--- src/rtl/fp_compare_resolver_if.sv ---
// Beat-in / verdict-out handshake bundle for the FP compare result resolver.
interface fp_compare_resolver_if;
  logic       in_valid;
  logic       in_ready;
  logic [2:0] in_code;
  logic       in_first;
  logic       in_neg;
  logic       out_valid;
  logic       out_ready;
  logic       out_gt;
  logic       out_lt;
  logic       out_eq;
  logic       out_err;

  modport master (
    output in_valid, in_code, in_first, in_neg, out_ready,
    input  in_ready, out_valid, out_gt, out_lt, out_eq, out_err
  );

  modport slave (
    input  in_valid, in_code, in_first, in_neg, out_ready,
    output in_ready, out_valid, out_gt, out_lt, out_eq, out_err
  );
endinterface

--- src/rtl/fp_compare_resolver.sv ---
// Folds serial per-field compare codes (sign, exponent, mantissa...) into one
// registered gt/lt/eq verdict, swapping magnitude order for negative operands.
module fp_compare_resolver #(
  parameter int N_STAGES = 3,
  parameter int CNT_W    = 16
) (
  input  logic                  clk,
  input  logic                  rst_n,
  fp_compare_resolver_if.slave  bus,
  output logic [CNT_W-1:0]      cmp_count,
  output logic [CNT_W-1:0]      drop_count
);

  localparam int CW = $clog2(N_STAGES + 1);

  typedef enum logic [1:0] {IDLE, ACCUM, HOLD} state_t;

  state_t          state, state_n;
  logic [CW-1:0]   count, count_n;
  logic            dec, dec_n;
  logic [1:0]      res, res_n;
  logic            neg, neg_n;
  logic            err, err_n;
  logic            rdy_q, rdy_n;
  logic            vld_q, vld_n;
  logic            gt_q, gt_n, lt_q, lt_n, eq_q, eq_n, oerr_q, oerr_n;
  logic [CNT_W-1:0] cmp_n, drop_n;
  logic            accept, sign_beat, drop_inc;

  function automatic logic onehot3(input logic [2:0] c);
    return (c == 3'b100) || (c == 3'b010) || (c == 3'b001);
  endfunction

  assign accept = bus.in_valid && rdy_q;

  // Next-state, datapath and output-register computation
  always_comb begin
    state_n   = state;
    count_n   = count;
    dec_n     = dec;
    res_n     = res;
    neg_n     = neg;
    err_n     = err;
    gt_n      = gt_q;
    lt_n      = lt_q;
    eq_n      = eq_q;
    oerr_n    = oerr_q;
    cmp_n     = cmp_count;
    drop_n    = drop_count;
    sign_beat = 1'b0;
    drop_inc  = 1'b0;

    case (state)
      IDLE: begin
        if (accept) begin
          if (bus.in_first) sign_beat = 1'b1;
          else              drop_inc  = 1'b1;
        end
      end
      ACCUM: begin
        if (accept) begin
          if (bus.in_first) begin
            // restart: discard the partial sequence, reuse the beat as a sign beat
            drop_inc  = 1'b1;
            sign_beat = 1'b1;
          end else begin
            err_n = err | ~onehot3(bus.in_code);
            if (!dec && bus.in_code != 3'b100) begin
              dec_n = 1'b1;
              res_n = neg ? {bus.in_code[0], bus.in_code[1]} : bus.in_code[1:0];
            end
            count_n = count + CW'(1);
            if (count_n == CW'(N_STAGES)) begin
              state_n = HOLD;
              oerr_n  = err_n;
              gt_n    = !err_n && dec_n && (res_n == 2'b10);
              lt_n    = !err_n && dec_n && (res_n == 2'b01);
              eq_n    = !err_n && !dec_n;
            end
          end
        end
      end
      HOLD: begin
        if (bus.out_ready) begin
          state_n = IDLE;
          count_n = '0;
          dec_n   = 1'b0;
          res_n   = '0;
          err_n   = 1'b0;
          neg_n   = 1'b0;
          gt_n    = 1'b0;
          lt_n    = 1'b0;
          eq_n    = 1'b0;
          oerr_n  = 1'b0;
          cmp_n   = cmp_count + CNT_W'(1);
        end
      end
      default: state_n = IDLE;
    endcase

    // sign field is never swapped; it seeds a fresh comparison
    if (sign_beat) begin
      state_n = ACCUM;
      count_n = CW'(1);
      neg_n   = bus.in_neg;
      err_n   = ~onehot3(bus.in_code);
      dec_n   = (bus.in_code != 3'b100);
      res_n   = (bus.in_code != 3'b100) ? bus.in_code[1:0] : 2'b00;
    end

    if (drop_inc && drop_count != '1) drop_n = drop_count + CNT_W'(1);

    rdy_n = (state_n != HOLD);
    vld_n = (state_n == HOLD);
  end

  // State, datapath and registered output updates
  always_ff @(posedge clk or negedge rst_n) begin
    if (!rst_n) begin
      state      <= IDLE;
      count      <= '0;
      dec        <= 1'b0;
      res        <= '0;
      neg        <= 1'b0;
      err        <= 1'b0;
      rdy_q      <= 1'b1;
      vld_q      <= 1'b0;
      gt_q       <= 1'b0;
      lt_q       <= 1'b0;
      eq_q       <= 1'b0;
      oerr_q     <= 1'b0;
      cmp_count  <= '0;
      drop_count <= '0;
    end else begin
      state      <= state_n;
      count      <= count_n;
      dec        <= dec_n;
      res        <= res_n;
      neg        <= neg_n;
      err        <= err_n;
      rdy_q      <= rdy_n;
      vld_q      <= vld_n;
      gt_q       <= gt_n;
      lt_q       <= lt_n;
      eq_q       <= eq_n;
      oerr_q     <= oerr_n;
      cmp_count  <= cmp_n;
      drop_count <= drop_n;
    end
  end

  assign bus.in_ready  = rdy_q;
  assign bus.out_valid = vld_q;
  assign bus.out_gt    = gt_q;
  assign bus.out_lt    = lt_q;
  assign bus.out_eq    = eq_q;
  assign bus.out_err   = oerr_q;

endmodule

--- src/flat_wrapper.sv ---
// flat-port wrapper written by rule: the top's interface ports become plain ports
module fp_compare_resolver_flat 
#(
  parameter int N_STAGES = 3,
  parameter int CNT_W    = 16
)
  (clk, rst_n, cmp_count, drop_count, bus_in_valid, bus_in_code, bus_in_first, bus_in_neg, bus_out_ready, bus_in_ready, bus_out_valid, bus_out_gt, bus_out_lt, bus_out_eq, bus_out_err);
  fp_compare_resolver_if bus_i ();
  input  logic clk;
  input  logic rst_n;
  output logic [CNT_W-1:0] cmp_count;
  output logic [CNT_W-1:0] drop_count;
  input wire logic [$bits(bus_i.in_valid)-1:0] bus_in_valid;
  input wire logic [$bits(bus_i.in_code)-1:0] bus_in_code;
  input wire logic [$bits(bus_i.in_first)-1:0] bus_in_first;
  input wire logic [$bits(bus_i.in_neg)-1:0] bus_in_neg;
  input wire logic [$bits(bus_i.out_ready)-1:0] bus_out_ready;
  output wire logic [$bits(bus_i.in_ready)-1:0] bus_in_ready;
  output wire logic [$bits(bus_i.out_valid)-1:0] bus_out_valid;
  output wire logic [$bits(bus_i.out_gt)-1:0] bus_out_gt;
  output wire logic [$bits(bus_i.out_lt)-1:0] bus_out_lt;
  output wire logic [$bits(bus_i.out_eq)-1:0] bus_out_eq;
  output wire logic [$bits(bus_i.out_err)-1:0] bus_out_err;
  assign bus_i.in_valid = bus_in_valid;
  assign bus_i.in_code = bus_in_code;
  assign bus_i.in_first = bus_in_first;
  assign bus_i.in_neg = bus_in_neg;
  assign bus_i.out_ready = bus_out_ready;
  assign bus_in_ready = bus_i.in_ready;
  assign bus_out_valid = bus_i.out_valid;
  assign bus_out_gt = bus_i.out_gt;
  assign bus_out_lt = bus_i.out_lt;
  assign bus_out_eq = bus_i.out_eq;
  assign bus_out_err = bus_i.out_err;
  fp_compare_resolver #(.N_STAGES(N_STAGES), .CNT_W(CNT_W)) u_core (.clk(clk), .rst_n(rst_n), .bus(bus_i), .cmp_count(cmp_count), .drop_count(drop_count));
endmodule
--- config.mk ---
export PLATFORM = sky130hd
export DESIGN_NAME = fp_compare_resolver_flat
export DESIGN_NICKNAME = d
export VERILOG_FILES = /design/src/rtl/fp_compare_resolver_if.sv /design/src/rtl/fp_compare_resolver.sv /design/src/flat_wrapper.sv
export SDC_FILE = /design/constraint.sdc
export NUM_CORES = 1
export LEC_CHECK = 0
export CAP_MARGIN = 10
export CORE_UTILIZATION = 63
export DETAILED_ROUTE_END_ITERATION = 7
export DONT_BUFFER_PORTS = 1
export MAX_ROUTING_LAYER = met4
export PLACE_DENSITY = 0.8
export SYNTH_ARGS = -nofsm -noshare
export SYNTH_HDL_FRONTEND = slang
export SYNTH_SLANG_ARGS = --single-unit
--- constraint.sdc ---
create_clock -name clk -period 2.5 [get_ports clk]
set_clock_uncertainty 0.05 [all_clocks]
set_input_delay 0.625 -clock clk [delete_from_list [all_inputs] [get_ports clk]]
set_output_delay 0.625 -clock clk [all_outputs]
set_load 0.02 [all_outputs]
* After elaboration in Yosys (flattened, before gate mapping)
Index checks and enable logic that the tools add are counted.
Storage, ports and cells: output and inout bits 38, bits in registers 47, input port bits 9, word-level logic and storage cells 118
Cells by class: add/sub/neg operators 3, mux-type cells 58, reductions and logical operators 22, eq/ne operators 19, bitwise operators 2
Operators by type and width (number):
- $mux W2 | 18
- $add A16 B1 Y16 const B | 2
- $mux W1 | 30
- $ne A16 B16 Y1 const B | 1
- $pmux W1 S2 | 7
- $eq A2 B2 Y1 const B | 4
- $pmux W2 S2 | 2
- $logic_and A1 B1 Y1 | 7
- $ne A2 B2 Y1 const B | 3
- $ne A3 B2 Y1 const B | 2
- $pmux W2 S3 | 1
- $reduce_bool A2 Y1 | 3
- $reduce_and A5 Y1 | 1
- $eq A2 B1 Y1 const B | 2
- $ne A2 B1 Y1 const B | 2
- $reduce_and A2 Y1 | 2
- $reduce_and A4 Y1 | 1
- $eq A3 B1 Y1 const B | 1
- $eq A3 B2 Y1 const B | 1
- $eq A3 B3 Y1 const B | 1
- $logic_not A1 Y1 | 3
- $ne A3 B1 Y1 const B | 1
- $ne A3 B3 Y1 const B | 1
- $reduce_bool A3 Y1 | 1
- 6 further kinds | 7

* Depth between registers and ports, before layout
Gate-level depths: netlist of run 1.
depth after elaboration 12, depth in mapped cells 7, gate-level depth less buffers 6

* Least setup slack after synthesis of run 1
No wires, ideal clock.
path type register -> register, start point reg u_core.drop_count[2], end point reg u_core.drop_count[1], library setup time 125 ps, buffers on the path 0, setup slack 580 ps, data required time 2325 ps, data arrival time 1745 ps, cell stages (with the launch flop) 5, period minus slack after synthesis 1920 ps, cell sequence dfrtp_1 nand4_1 or4_4 and3_4 mux2_4
On the way: word-level cells in the longest chain between the ends 2
Ends and longest elaborated chain:
- from (decl) | line fp_compare_resolver.sv:11 | output logic [CNT_W-1:0] drop_count
- from (signal assigned) | line fp_compare_resolver.sv:148 | drop_count <= drop_n;
- $ne A16 B16 Y1 | line fp_compare_resolver.sv:111 | if (drop_inc && drop_count != '1) drop_n = drop_count + CNT_W'(1);
- $logic_and A1 B1 Y1 | line fp_compare_resolver.sv:111
No other way between the ends. A chain may end at the register's enable or synchronous reset.

* Final worst setup path of run 1
start point reg u_core.state[1], end point reg u_core.drop_count[13]
On the way: word-level cells in the longest chain between the ends 3, elaborated cells between the ends (all ways) 4, those cells by class eq/ne (1); mux (1); reduce/logical (2)
Ends and longest elaborated chain:
- from (decl) | line fp_compare_resolver.sv:18 | state_t state, state_n;
- from (signal assigned) | line fp_compare_resolver.sv:135 | state <= state_n;
- $eq A2 B1 Y1 or $logic_not A2 Y1 (tied branches) | line fp_compare_resolver.sv:53 | case (state)
- $pmux W1 S2 (*) | line fp_compare_resolver.sv:53
- $logic_and A1 B1 Y1 (*) | line fp_compare_resolver.sv:111
Mark *: on every way between the ends. The rest lies on a longest branch, timed or not.

==> run summary, run 1 <==
Status = completed
GPL Wtd Cong = 0.909
Gr ovfl total = 0
WP buf/inv = 1
Register bit total from synthesis = 47
Avg Vias per Cell = 6.35
Initial DRT Pass Iterations = 4
Synth area leaders = dfrtp_1 (47%), xnor2_1 (4.6%), xor2_1 (3.9%), ha_1 (3.6%), nand2_1 (3.2%)
Hold WC Path Type = input pin to async pin
Horiz. Die Dim = 64.5 um
Fin crit share = 88.7%
Met3 routed wirelength = 314 um
RSZ-0062 raised after global routing = no
Worst path max stage delay = 0.50 ns
P per Cell Area = 878 mW/mm^2
Initial antenna violation count = 0
Post-CTS Hold Buffers = 1
Synth top cells by count = dfrtp_1 (46), nand2_1 (21), nor2_1 (17)
Yosys top cell area share = 46.8%
Largest net degree at the start of global routing = 47
Total power = 2.35 mW
Slowest-stage cell, CP = nor4_2
Via count = 1874
Switching Power = 0.867 mW
Mapped Area = 0.00246 sq mm
Final setup vio count = 0
Crit Path Category = flip-flop to flip-flop
Clk Latency, worst-skew pair = 0.30 ns
Syn Nets = 254
Boundary Pins = 47
Clock transition at the registers of the reported paths = 0.09 ns
Post-synth top flop = dfrtp_1
Most frequent cell after synthesis = dfrtp_1
Sw Ratio = 36.9%
Post-route DRC = 0
# rows = 22
Antenna Cells = 0
Final worst slack = 0.283 ns
Worst vdd ir = 0.655 mV
Final core occ = 72.0%
Core Area = 0.00372 sq mm
CTS tree = built
Layout cells sized above 1 = 10.9%
Critical path required time = 2.68 ns
Max-slew headroom = 55.8%
Logic pwr share = 28.2%
Yosys warnings = 0
Critical Path Stages = 6
Endpoints failing hold = 0
Gr usage total = 27.7%
Top Metal Used = met4
Max-cap viol count = 0
Number of global-route vias before repair = 1822
Die Span Y = 64.5 um
Post-Route WL = 5150 um
Starting Density = 66.2%
WP data arrival = 2.39 ns
Area delta synth->final = 8.69%
Post-CTS setup buffers = 0
Post-synthesis sequential area ratio = 47.8%
Place WS = 0.373 ns
Cell Chain, Critical Path = inv_1 -> ha_1 -> mux2i_1 -> nor4_2 -> and4bb_2 -> xor2_1
Sequential share of power = 47.7%
CP top delay family = simple AND/OR/NAND/NOR gates
Setup crit start kind = flip-flop
Met1 wire length = 2240 um
ANT nets after route = 0
Clk network pwr share = 24.1%
Clock Path Buffers = 2
Post-cts repair resize count = 0
Int Pwr = 1.48 mW
Die area = 0.00416 sq mm
EDFF count, synth = 0
WL per Instance = 17.5 um
Final net count = 262
Synthesized area per cell = 10.3 sq um
Post-synthesis cell count = 238
Critical path endpoint category = flip-flop
Synth cell types = 48
Depth of the most critical reg-to-reg path = 6
Dpl hpwl = 3620 um
WL met2 = 2540 um
First-pass GRT wire length = 8530 um
Cell taking the most area after synthesis = dfrtp_1
Fin crit period = 2.22 ns
Max FO, Critical Path = 11
Static Leak = 1.20 nW
Asr flop ratio synth = 100%
CTS Buf Count = 5
Port-buffer cells = 0
CTS Sinks = 47
FMAX = 0.451 GHz
Measured slew at the worst slew-check pin = 0.663 ns
Worst hold slack = 0.0971 ns
Root Driver = clkbuf_8
Max-slew violation count = 0
Worst R2R Start = u_core.state[1]$_DFF_PN0_
Origin of the worst setup path = u_core.state[1]$_DFF_PN0_
H-tree depth = 2
Setup TNS = 0 ns
Initial DRC count = 167
## per-stage QoR
stage                     area (sq um)  std cells
final                             2680        295
after global routing              2680        295
after CTS                         2680        295
after detailed placement          2530        286
after global placement            2530        286
after floorplan                   2460        238
## area by class of cell
type | instances | area (sq um)
Multi-Input combinational cell | 176 | 1230
Timing Repair Buffer | 4 | 50.0
Fill cell | 289 | 1040
Tap cell | 48 | 60.1
Clock inverter | 3 | 46.3
Clock buffer | 5 | 68.8
Inverter | 12 | 45.0
Sequential cell | 47 | 1180
## path summary, 6_finish.rpt
check                                                         end  slack [ns]
worst max-delay path            u_core.drop_count[13]$_DFFE_PN0P_        0.28
worst min-delay path            u_core.drop_count[14]$_DFFE_PN0P_         0.1
worst max register to register  u_core.drop_count[13]$_DFFE_PN0P_        0.28
worst min register to register        u_core.count[0]$_DFFE_PN0P_        0.49
max in group asynchronous        u_core.drop_count[5]$_DFFE_PN0P_        2.08
min in group clk                           u_core.neg$_DFFE_PN0P_        0.37
## kinds of logic (layout without fill, tap and decap cells)
family | Yosys count | after routing | synth area share [%]
DFF | 47 | 47 | 47.8
and+or+nand+nor | 102 | 102 | 23.5
buffers and inverters | 15 | 24 | 2.29
muxes | 9 | 9 | 4.07
adders and majority gates | 7 | 7 | 3.56
xor gates and xnor gates | 24 | 24 | 8.54
AOI/OAI and AO/OA | 34 | 34 | 10.2
## power groups by stage
stage          clock, mW  combinational [mW]  sequential, mW
5_1_grt            0.605               0.751            1.14
4_1_cts            0.574               0.668            1.12
3_5_place_dp           0               0.646            1.13
3_3_place_gp           0               0.616            1.12
2_1_floorplan          0               0.500            1.11
6_report           0.567               0.661            1.12
## state kept, by name (all words and copies together), names as in the netlist
signal                cells
u_core.drop_count        16
u_core.neg                1
u_core.state              2
u_core.count              2
u_core.bus.out_gt         1
u_core.bus.out_eq         1
u_core.err                1
u_core.dec                1
u_core.res                2
u_core.bus.in_ready       1
u_core.bus.out_err        1
u_core.cmp_count         16
u_core.bus.out_valid      1
u_core.bus.out_lt         1
## metal layers
layer	vias up	GRT usage, %
met4	0	7.50
met3	7	5.81
met1	925	36.5
li1	882	-
met2	60	43.7
met5	-	-
## cells in the final DEF (no fill, tap or decap), types with 3 or more instances in the layout
cell	n
a21oi_1	5
o31ai_1	5
clkbuf_8	5
nand4_1	5
dfrtp_1	46
nand2b_1	5
inv_1	12
nor4_1	3
mux2_2	4
nand3_1	14
mux2i_1	4
nor3_1	9
ha_1	7
o21ai_0	4
xnor2_1	13
and4_1	4
a211oi_1	6
xor2_1	11
nand2_1	21
nor3b_1	3
nor2_1	17
buf_4	3
Note: power is estimated with default switching activity, not from simulation.
==> run 2, diff against run 1 <==
--- a/config.mk
+++ b/config.mk
@@ -6,4 +6,5 @@
 export NUM_CORES = 1
 export LEC_CHECK = 0
+export ABC_AREA = 1
 export CAP_MARGIN = 10
 export CORE_UTILIZATION = 63
==> constraint.sdc (replaced) <==
create_clock -name clk -period 2.5 [get_ports clk]
set_clock_uncertainty 0.05 [all_clocks]
set_input_delay 0.25 -clock clk [delete_from_list [all_inputs] [get_ports clk]]
set_output_delay 0.25 -clock clk [all_outputs]
set_load 0.02 [all_outputs]
==> run 2 against run 1 <==
Critical endpoint is now u_core.drop_count[0]$_DFFE_PN0P_. Critical path type unchanged. Largest power group unchanged. Setup slack better by 0.30 ns. Clock power down 6.0%. Global-route usage down 0.97 points. Final area up 8.9%.
==> run summary, run 2 <==
Static Leak = 1.52 nW
Core Area = 0.00409 sq mm
Top Registers = u_core.cmp_count (16), u_core.drop_count (16)
Yosys top cell area share = 42.2%
# rows = 23
Initial DRT Pass Iterations = 4
RSZ-0062 raised after global routing = no
Final setup vio count = 0
Endpoints failing hold = 0
Most common cell after layout, fill and taps aside = nand2_1
Initial antenna violation count = 0
Die area = 0.00460 sq mm
Critical path endpoint category = flip-flop
Final core occ = 71.3%
Int Pwr = 1.43 mW
Switching Power = 0.878 mW
Initial DRC count = 114
Mapped Area = 0.00273 sq mm
Asr flop ratio synth = 100%
Clk network pwr share = 23.1%
Yosys warnings = 0
Clock Path Buffers = 2
Measured slew at the worst slew-check pin = 0.588 ns
Boundary Pins = 47
Die Span Y = 67.8 um
Max-slew headroom = 60.8%
Gr usage total = 26.8%
Post-route DRC = 0
Number of global-route vias before repair = 2146
Area delta synth->final = 6.74%
Max FO, Critical Path = 15
Port-buffer cells = 0
WP data arrival = 2.10 ns
Layout cells sized above 1 = 5.51%
Hold WC Path Type = input pin to flip-flop
Gr ovfl total = 0
Fin crit share = 76.6%
Max-cap viol count = 0
Syn Nets = 389
Slowest-stage cell, CP = dfrtp_1
Crit Path Category = flip-flop to flip-flop
Synthesized area per cell = 7.32 sq um
H-tree depth = 2
P per Cell Area = 792 mW/mm^2
Highest-count cells in the layout ignoring fill and taps = nand2_1 (151), dfrtp_1 (46), inv_1 (41), nor2_1 (41), nand3_1 (29)
Synth area leaders = dfrtp_1 (42%), nand2_1 (21%), inv_1 (5.6%), nor2_1 (5.6%), nand3_1 (5.3%)
Post-synthesis cell count = 373
Horiz. Die Dim = 67.8 um
Critical path required time = 2.69 ns
Clock transition at the registers of the reported paths = 0.08 ns
Register bit total from synthesis = 47
Setup crit start kind = flip-flop
GPL Wtd Cong = 0.878
FMAX = 0.522 GHz
Root Driver = clkbuf_8
CTS Sinks = 47
Logic pwr share = 29.0%
Cell taking the most area after synthesis = dfrtp_1
Sequential share of power = 47.9%
Synth cell types = 24
Status = completed
WL per Instance = 12.2 um
Fin crit period = 1.92 ns
FILL cells = 344
CTS Buf Count = 5
Dpl hpwl = 3970 um
Starting Density = 66.8%
ANT nets after route = 0
Largest net degree at the start of global routing = 48
Clk Latency, worst-skew pair = 0.29 ns
Post-synthesis sequential area ratio = 43.1%
Post-synth top flop = dfrtp_1
Worst vdd ir = 0.652 mV
Cell Chain, Critical Path = ha_1 -> nand2_2 -> nor2_4 -> nand2_2 -> nor2_1 -> nor2_2 -> nand2_1 -> nand2_1
Most frequent cell after synthesis = nand2_1
EDFF count, synth = 0
Final net count = 396
Synth top cells by count = nand2_1 (151), dfrtp_1 (46), inv_1 (41), nor2_1 (41), nand3_1 (29)
Setup TNS = 0 ns
Antenna Cells = 0
Via count = 2251
Sw Ratio = 38.1%
Avg Vias per Cell = 5.22
First-pass GRT wire length = 8940 um
Max-slew violation count = 0
Worst path max stage delay = 0.49 ns
CTS tree = built
Post-Route WL = 5270 um
## run 2: cell count changes in the layout (fill, tap and decap cells not counted), moves of 5 or more
cell / delta
inv_1: +29
nand2b_1: -5
nor3_1: -8
o31ai_1: -5
o21ai_0: +6
a211oi_1: -6
xnor2_1: -5
nand3_1: +15
nor2_1: +24
nand2_1: +130
## run 2: layer usage
| metal | global-route usage, % | part of all wire, % | vias to the layer above |
|---|---|---|---|
| li1 | - | - | 1167 |
| met1 | 30.9 | 45 | 1023 |
| met2 | 44.9 | 49 | 53 |
| met3 | 6.50 | 4.9 | 8 |
| met4 | 10.2 | 1.4 | 0 |
| met5 | - | 0 | - |
## run 2: power groups by stage
| stage | clock (mW) | combinational (mW) | sequential, mW |
|---|---|---|---|
| 2_1_floorplan | 0 | 0.548 | 1.09 |
| 3_3_place_gp | 0 | 0.624 | 1.11 |
| 3_5_place_dp | 0 | 0.651 | 1.12 |
| 4_1_cts | 0.554 | 0.672 | 1.11 |
| 5_1_grt | 0.579 | 0.791 | 1.13 |
| 6_report | 0.533 | 0.669 | 1.10 |
## run 2: path summary, 6_finish.rpt
path | start | endpoint | slack [ns] | cells past startpoint
min in group asynchronous | rst_n | u_core.drop_count[3]$_DFFE_PN0P_ | 0.41 | 2
worst max register to register | u_core.drop_count[0]$_DFFE_PN0P_ | u_core.drop_count[0]$_DFFE_PN0P_ | 0.58 | 8
max in group asynchronous | rst_n | u_core.bus.in_ready$_DFF_PN1_ | 1.72 | 2
worst max-delay path | u_core.drop_count[0]$_DFFE_PN0P_ | u_core.drop_count[0]$_DFFE_PN0P_ | 0.58 | 8
worst min register to register | u_core.count[1]$_DFFE_PN0P_ | u_core.count[1]$_DFFE_PN0P_ | 0.46 | 2
worst min-delay path | bus_in_neg | u_core.neg$_DFFE_PN0P_ | 0.02 | 2
## run 2: critical path: cells and delay by family, from the launching register on
kind / cells / cell delay (ns)
AND/OR/NAND/NOR: 7 / 1.00
flip-flops: 1 / 0.49
adder cells (fa/ha/maj): 1 / 0.30
## run 2: what timing repair did
item,CTS,global route
buffers inserted,0,0
hold endpoints to repair,47,0
hold buffers,2,0
gates resized for setup,0,0
## run 2: metrics by stage
step / total power [mW] / hold WS, ns / setup slack, ns / instance area [sq um] / cells
3_5_place_dp: 1.77 / -0.0947 / 0.561 / 2770 / 421
6_report: 2.31 / 0.0214 / 0.584 / 2910 / 431
3_3_place_gp: 1.74 / -0.0947 / 0.660 / 2770 / 421
5_1_grt: 2.50 / 0.0253 / 0.329 / 2910 / 431
2_1_floorplan: 1.63 / -0.0956 / 0.864 / 2730 / 373
4_1_cts: 2.33 / 0.00883 / 0.557 / 2910 / 431
## run 2: cell families after synthesis
logic type,synth area share (%)
muxes,0.412
buffers and inverters,6.46
xor gates and xnor gates,6.74
AOI/OAI and AO/OA,3.44
DFF,43.1
adders and majority gates,3.21
and+or+nand+nor,36.6
## run 2: layout make-up
class | count | area [sq um] | area share (%)
Sequential cell | 47 | 1180 | 40.4
Clock buffer | 7 | 76.3 | 2.62
Inverter | 41 | 154 | 5.28
Clock inverter | 1 | 30.0 | 1.03
Multi-Input combinational cell | 283 | 1380 | 47.2
Timing Repair Buffer | 2 | 37.5 | 1.29
Tap cell | 50 | 62.6 | 2.15
